File: config.mk
export PLATFORM = sky130hd
export DESIGN_NAME = servo_pwm_dzj
export DESIGN_NICKNAME = d
export VERILOG_FILES = /design/src/rtl/servo_pwm_dzj.sv
export SDC_FILE = /design/constraint.sdc
export NUM_CORES = 1
export LEC_CHECK = 0
export BUFFER_PORTS_ARGS = -buffer_cell sky130_fd_sc_hd__buf_2
export CORE_ASPECT_RATIO = 0.6
export CORE_UTILIZATION = 30
export DETAILED_ROUTE_END_ITERATION = 6
export HOLD_SLACK_MARGIN = 0.06
export SYNTH_ARGS = -nofsm -noshare
export SYNTH_HDL_FRONTEND = slang
export SYNTH_SLANG_ARGS = --single-unit
File: constraint.sdc
create_clock -name clk -period 4.3 [get_ports clk]
set_clock_uncertainty 0.05 [all_clocks]
set_input_delay 0.43 -clock clk [delete_from_list [all_inputs] [get_ports clk]]
set_output_delay 0.43 -clock clk [all_outputs]
set_load 0.01 [all_outputs]
File: src/rtl/servo_pwm_dzj.sv
// servo_pwm_dzj: BCD angle word to hobby-servo PWM.
// New pulse widths are applied only at a period boundary.
module servo_pwm_dzj #(
    parameter int PERIOD_CYC    = 480000,
    parameter int PULSE_MIN_CYC = 12000,
    parameter int STEP_CYC      = 267,
    parameter int ANGLE_MAX     = 180
) (
    input  logic       clk,
    input  logic       rst_n,
    input  logic [9:0] jiaodu,
    output logic       pwm_out,
    output logic [8:0] angle_bin,
    output logic       busy,
    output logic       upd,
    output logic       fmt_err,
    output logic       clamp
);

    localparam logic [19:0] PER_LAST = 20'(PERIOD_CYC - 1);
    localparam logic [19:0] MIN_W    = 20'(PULSE_MIN_CYC);
    localparam logic [19:0] STEP_W   = 20'(STEP_CYC);
    localparam logic [8:0]  AMAX_W   = 9'(ANGLE_MAX);

    typedef enum logic [2:0] {
        IDLE,
        CONV,
        CLAMP,
        MULT,
        PEND
    } state_t;

    state_t      state;
    logic [19:0] cnt;
    logic [19:0] pw_active;
    logic [19:0] acc;
    logic [9:0]  jiaodu_q;
    logic [8:0]  ang;
    logic [3:0]  i;
    logic        bcd_bad;
    logic [8:0]  ang_bcd;
    logic        period_end;

    assign bcd_bad    = (jiaodu_q[7:4] > 4'd9) || (jiaodu_q[3:0] > 4'd9);
    assign ang_bcd    = 9'(jiaodu_q[9:8]) * 9'd100
                      + 9'(jiaodu_q[7:4]) * 9'd10
                      + 9'(jiaodu_q[3:0]);
    assign period_end = (cnt == PER_LAST);

    // Free-running period counter and registered PWM compare.
    always_ff @(posedge clk or negedge rst_n) begin
        if (!rst_n) begin
            cnt     <= '0;
            pwm_out <= 1'b0;
        end else begin
            cnt     <= period_end ? 20'd0 : cnt + 20'd1;
            pwm_out <= (cnt < pw_active);
        end
    end

    // Capture, convert, clamp, shift-add multiply, then load at boundary.
    always_ff @(posedge clk or negedge rst_n) begin
        if (!rst_n) begin
            state     <= IDLE;
            jiaodu_q  <= '0;
            ang       <= '0;
            acc       <= '0;
            i         <= '0;
            pw_active <= MIN_W;
            angle_bin <= '0;
            busy      <= 1'b0;
            upd       <= 1'b0;
            fmt_err   <= 1'b0;
            clamp     <= 1'b0;
        end else begin
            upd     <= 1'b0;
            fmt_err <= 1'b0;
            clamp   <= 1'b0;
            case (state)
                IDLE: begin
                    if (jiaodu != jiaodu_q) begin
                        jiaodu_q <= jiaodu;
                        busy     <= 1'b1;
                        state    <= CONV;
                    end
                end
                CONV: begin
                    if (bcd_bad) begin
                        fmt_err <= 1'b1;
                        busy    <= 1'b0;
                        state   <= IDLE;
                    end else begin
                        ang   <= ang_bcd;
                        state <= CLAMP;
                    end
                end
                CLAMP: begin
                    if (ang > AMAX_W) begin
                        ang   <= AMAX_W;
                        clamp <= 1'b1;
                    end
                    acc   <= MIN_W;
                    i     <= '0;
                    state <= MULT;
                end
                MULT: begin
                    acc <= acc + (ang[i] ? (STEP_W << i) : 20'd0);
                    if (i == 4'd8) begin
                        state <= PEND;
                    end else begin
                        i <= i + 4'd1;
                    end
                end
                PEND: begin
                    if (period_end) begin
                        pw_active <= acc;
                        angle_bin <= ang;
                        upd       <= 1'b1;
                        busy      <= 1'b0;
                        state     <= IDLE;
                    end
                end
                default: begin
                    busy  <= 1'b0;
                    state <= IDLE;
                end
            endcase
        end
    end

endmodule

==> out/qor.yml <==
grt-ovfl-total: 0
fin_area_um2: 7028
cp_data_arrival_time_ns: 4.24
crit_type: "flop to flop"
setup_ws_ns: 0.2881
ys_ff_latch: 100
dp_slack_ns: 0.3189
root_buffer: "clkbuf_16"
portBuffers: 25
die_h_um: 114.8
critPathSlowestCell: "dfrtp_1"
synth_fa_ha_area_share_pct: 13.58
relSlewSlack_pct: 38.01
area_growth_pct: 10.55
fin_crit_ns: 4.012
synth.mux.area_fraction_pct: 4.920
ctsHoldBuffers: 0
yosysWarnings: 0
synth_area_um2: 6357
power.leakage_nw: 3.301
grtUsageTotal_pct: 14.16
vias_per_cell: 4.896
n_antenna_cell: 0
whs_ns: 0.1454
hold_class: "input pin to async pin"
grt_pass1_vias: 4354
synth_top_family_by_area: "simple AND/OR/NAND/NOR gates"
crit_start: "i[0]"
max_cap_viol_count: 0
fp.dieW_um: 189.9
ant_nets: 0
clock_latency_ns: 0.36
grtUsageMet2_pct: 17.27
synth.avg_cell_area_um2: 9.446
synth-compound-area-share_pct: 14.33
slew_violations: 0
peakVddDrop_v: 0.0005312
wl_mm: 14.30
cp.required_ns: 4.52
reg2reg_from: "i[0]"
status: "finished clean"
antenna_found_initial: 0
initial_core_util_pct: 31.21
dr.pass1.iters: 5
crit_path_start_kind: "flop"
power_density_nw_per_um2: 620.0
rsz0062_at_grt: "no"
grt_pass1_wl_mm: 23.98
synth_seq_area_share_pct: 39.50
hold_viol: 0
worst_path_largest_cell_delay_ns: 0.62
grt_use_met1_pct: 23.63
num_rows: 40
grt_use_met3_pct: 3.571
end_kind: "flop"
hpwlAfterDp_mm: 10.75
cts_buffer_depth: 2
pin_count: 26
drive_above_1_share_pct: 10.79
synth_nets: 751
cts_max_level: 3
grt_max_degree: 73
dieArea_um2: 21800
fin_crit_sh_pct: 93.30
grt_busiest_layer: "met1"
async_flop_share_pct: 100.0
core-area_um2: 20370
clkTransAtPathRegs_ns: 0.08
synth_edf_count: 0
max_freq_ghz: 0.2493
utilization_pct: 34.50
post_drt_wl_per_cell_um: 14.77
cts_resized: 0
drtIter0Drc: 347
synth_flop_cell: "dfrtp_1"
cpMostUsedCell: "and2_1"
synth_xor_area_share_pct: 6.751
cts_setup_buffers: 0
synth_cell_types: 59
setup_viol_count_final: 0
final_nets: 768
tightest_slew_ns: 0.9299
via_count: 4739
synth-simple-area-share_pct: 16.39
cts_buffers: 9
path_cells: "mux4_2, mux2_2, nand2_1, and2_1, a21oi_1, ha_1, a21o_1, a31o_2, and2_1, or3b_1, a21oi_2, nor2_1, a211oi_1"
cts_tree: "built"
syn_inst: 673
path_max_fanout: 13
cts.sinks: 100
dpl_cell_area_um2: 6735
drc: 0
gp_congestion: 0.9561
tns_ns: 0
## power breakdown
part	internal (mW)	switching (mW)
sequential	1.12	0.280
combinational	0.960	1.18
clock	0.420	0.401
total	2.50	1.86
## worst paths after layout
path	to	slack (ns)	cells after the start
min in group clk	jiaodu_q[4]	0.27	2
setup / recovery	acc[13]	0.29	13
max in group asynchronous	i[1]	3.09	2
setup reg to reg	acc[13]	0.29	13
hold / removal	cnt[0]	0.15	1
hold reg to reg	angle_bin[5]	0.44	1
## layout make-up
cell class | instances | area (um2)
fill | 2066 | 13340
multi-input combinational | 507 | 3560
sequential | 100 | 2511
tap | 273 | 341.6
clock buffer | 10 | 239.0
timing repair buffer | 30 | 165.2
inverter | 42 | 157.7
clock inverter | 6 | 53.80
## synth_stat cells, types with 3 or more instances
cell       n  share of area (%)
dfrtp_1   93                 37
nand2_1   75                4.4
ha_1      61                 12
nor2_1    51                3.0
a21oi_1   42                3.3
inv_1     41                2.4
o21ai_0   33                2.6
nand3_1   29                2.3
xnor2_1   28                3.9
a21o_1    23                2.7
xor2_1    21                2.9
clkbuf_1  14               0.83
mux2_2    12                2.1
nor3_1    11               0.87
o21ai_1   11               0.87
mux2_1    10                1.8
nor2b_1   10               0.98
a31oi_1    9               0.89
dfstp_2    7                2.9
and2_1     6               0.59
and3_1     6               0.59
nand4_1    6               0.59
buf_2      5               0.39
fa_1       5                1.6
o211ai_1   5               0.59
and4_1     4               0.55
buf_6      4               0.71
o21bai_1   4               0.47
o31ai_1    4               0.47
nand2b_1   3               0.30
or4_1      3               0.35
## state kept, by name (all words and copies together), names as in the netlist
| name | cells |
|---|---|
| busy | 1 |
| ang | 9 |
| pw_active | 20 |
| upd | 1 |
| fmt_err | 1 |
| acc | 20 |
| clamp | 1 |
| cnt | 20 |
| pwm_out | 1 |
| jiaodu_q | 10 |
| angle_bin | 9 |
| state | 3 |
| i | 4 |
## logic make-up (layout without fill, tap and decap cells)
family,after synthesis,after routing
multiplexers,26,26
adder cells (fa/ha/maj),66,66
buffers and inverters,66,88
flip-flops,100,100
AO/OA/AOI/OAI,149,149
XOR/XNOR,49,49
AND/OR/NAND/NOR,217,217
## worst max-delay path: cells and delay by family, from the launching register on
family	cells	cell delay, ns
muxes	2	0.87
AOI/OAI and AO/OA	5	0.86
DFF	1	0.62
adders and majority gates	1	0.40
and+or+nand+nor	5	1.12
## cell usage in the layout, fill, tap and decap left out, drive strengths merged, types with 3 or more instances in the layout
cell type and n:
ha 61, clkbuf 10, a21oi 43, and2 6
or4 3, dfrtp 93, inv 46, o211ai 5
o21ai 44, xnor2 28, and4 4, buf 30
nand3 29, xor2 21, dfstp 7, nor3 11
nand2b 3, nor2b 10, nand2 76, nor2 51
o31ai 4, a21o 23, a31oi 9, mux2 22
nand4 6, o21bai 4, and3 6, fa 5
## routing by layer
metal / vias up / wire length (um) / share of wire, %
met3: 12 / 834 / 5.8
met5: - / 0 / 0
met4: 0 / 116 / 0.81
li1: 2393 / - / -
met1: 2211 / 8247 / 58
met2: 123 / 5098 / 36
## stage by stage
| stage | power [mW] | cells |
|---|---|---|
| detailed placement | 3.541 | 952 |
| CTS | 4.371 | 968 |
| global placement | 3.531 | 952 |
| global route | 4.739 | 968 |
| floorplan | 3.059 | 673 |
| finish | 4.357 | 968 |
Note: power is estimated with default switching activity, not from simulation.
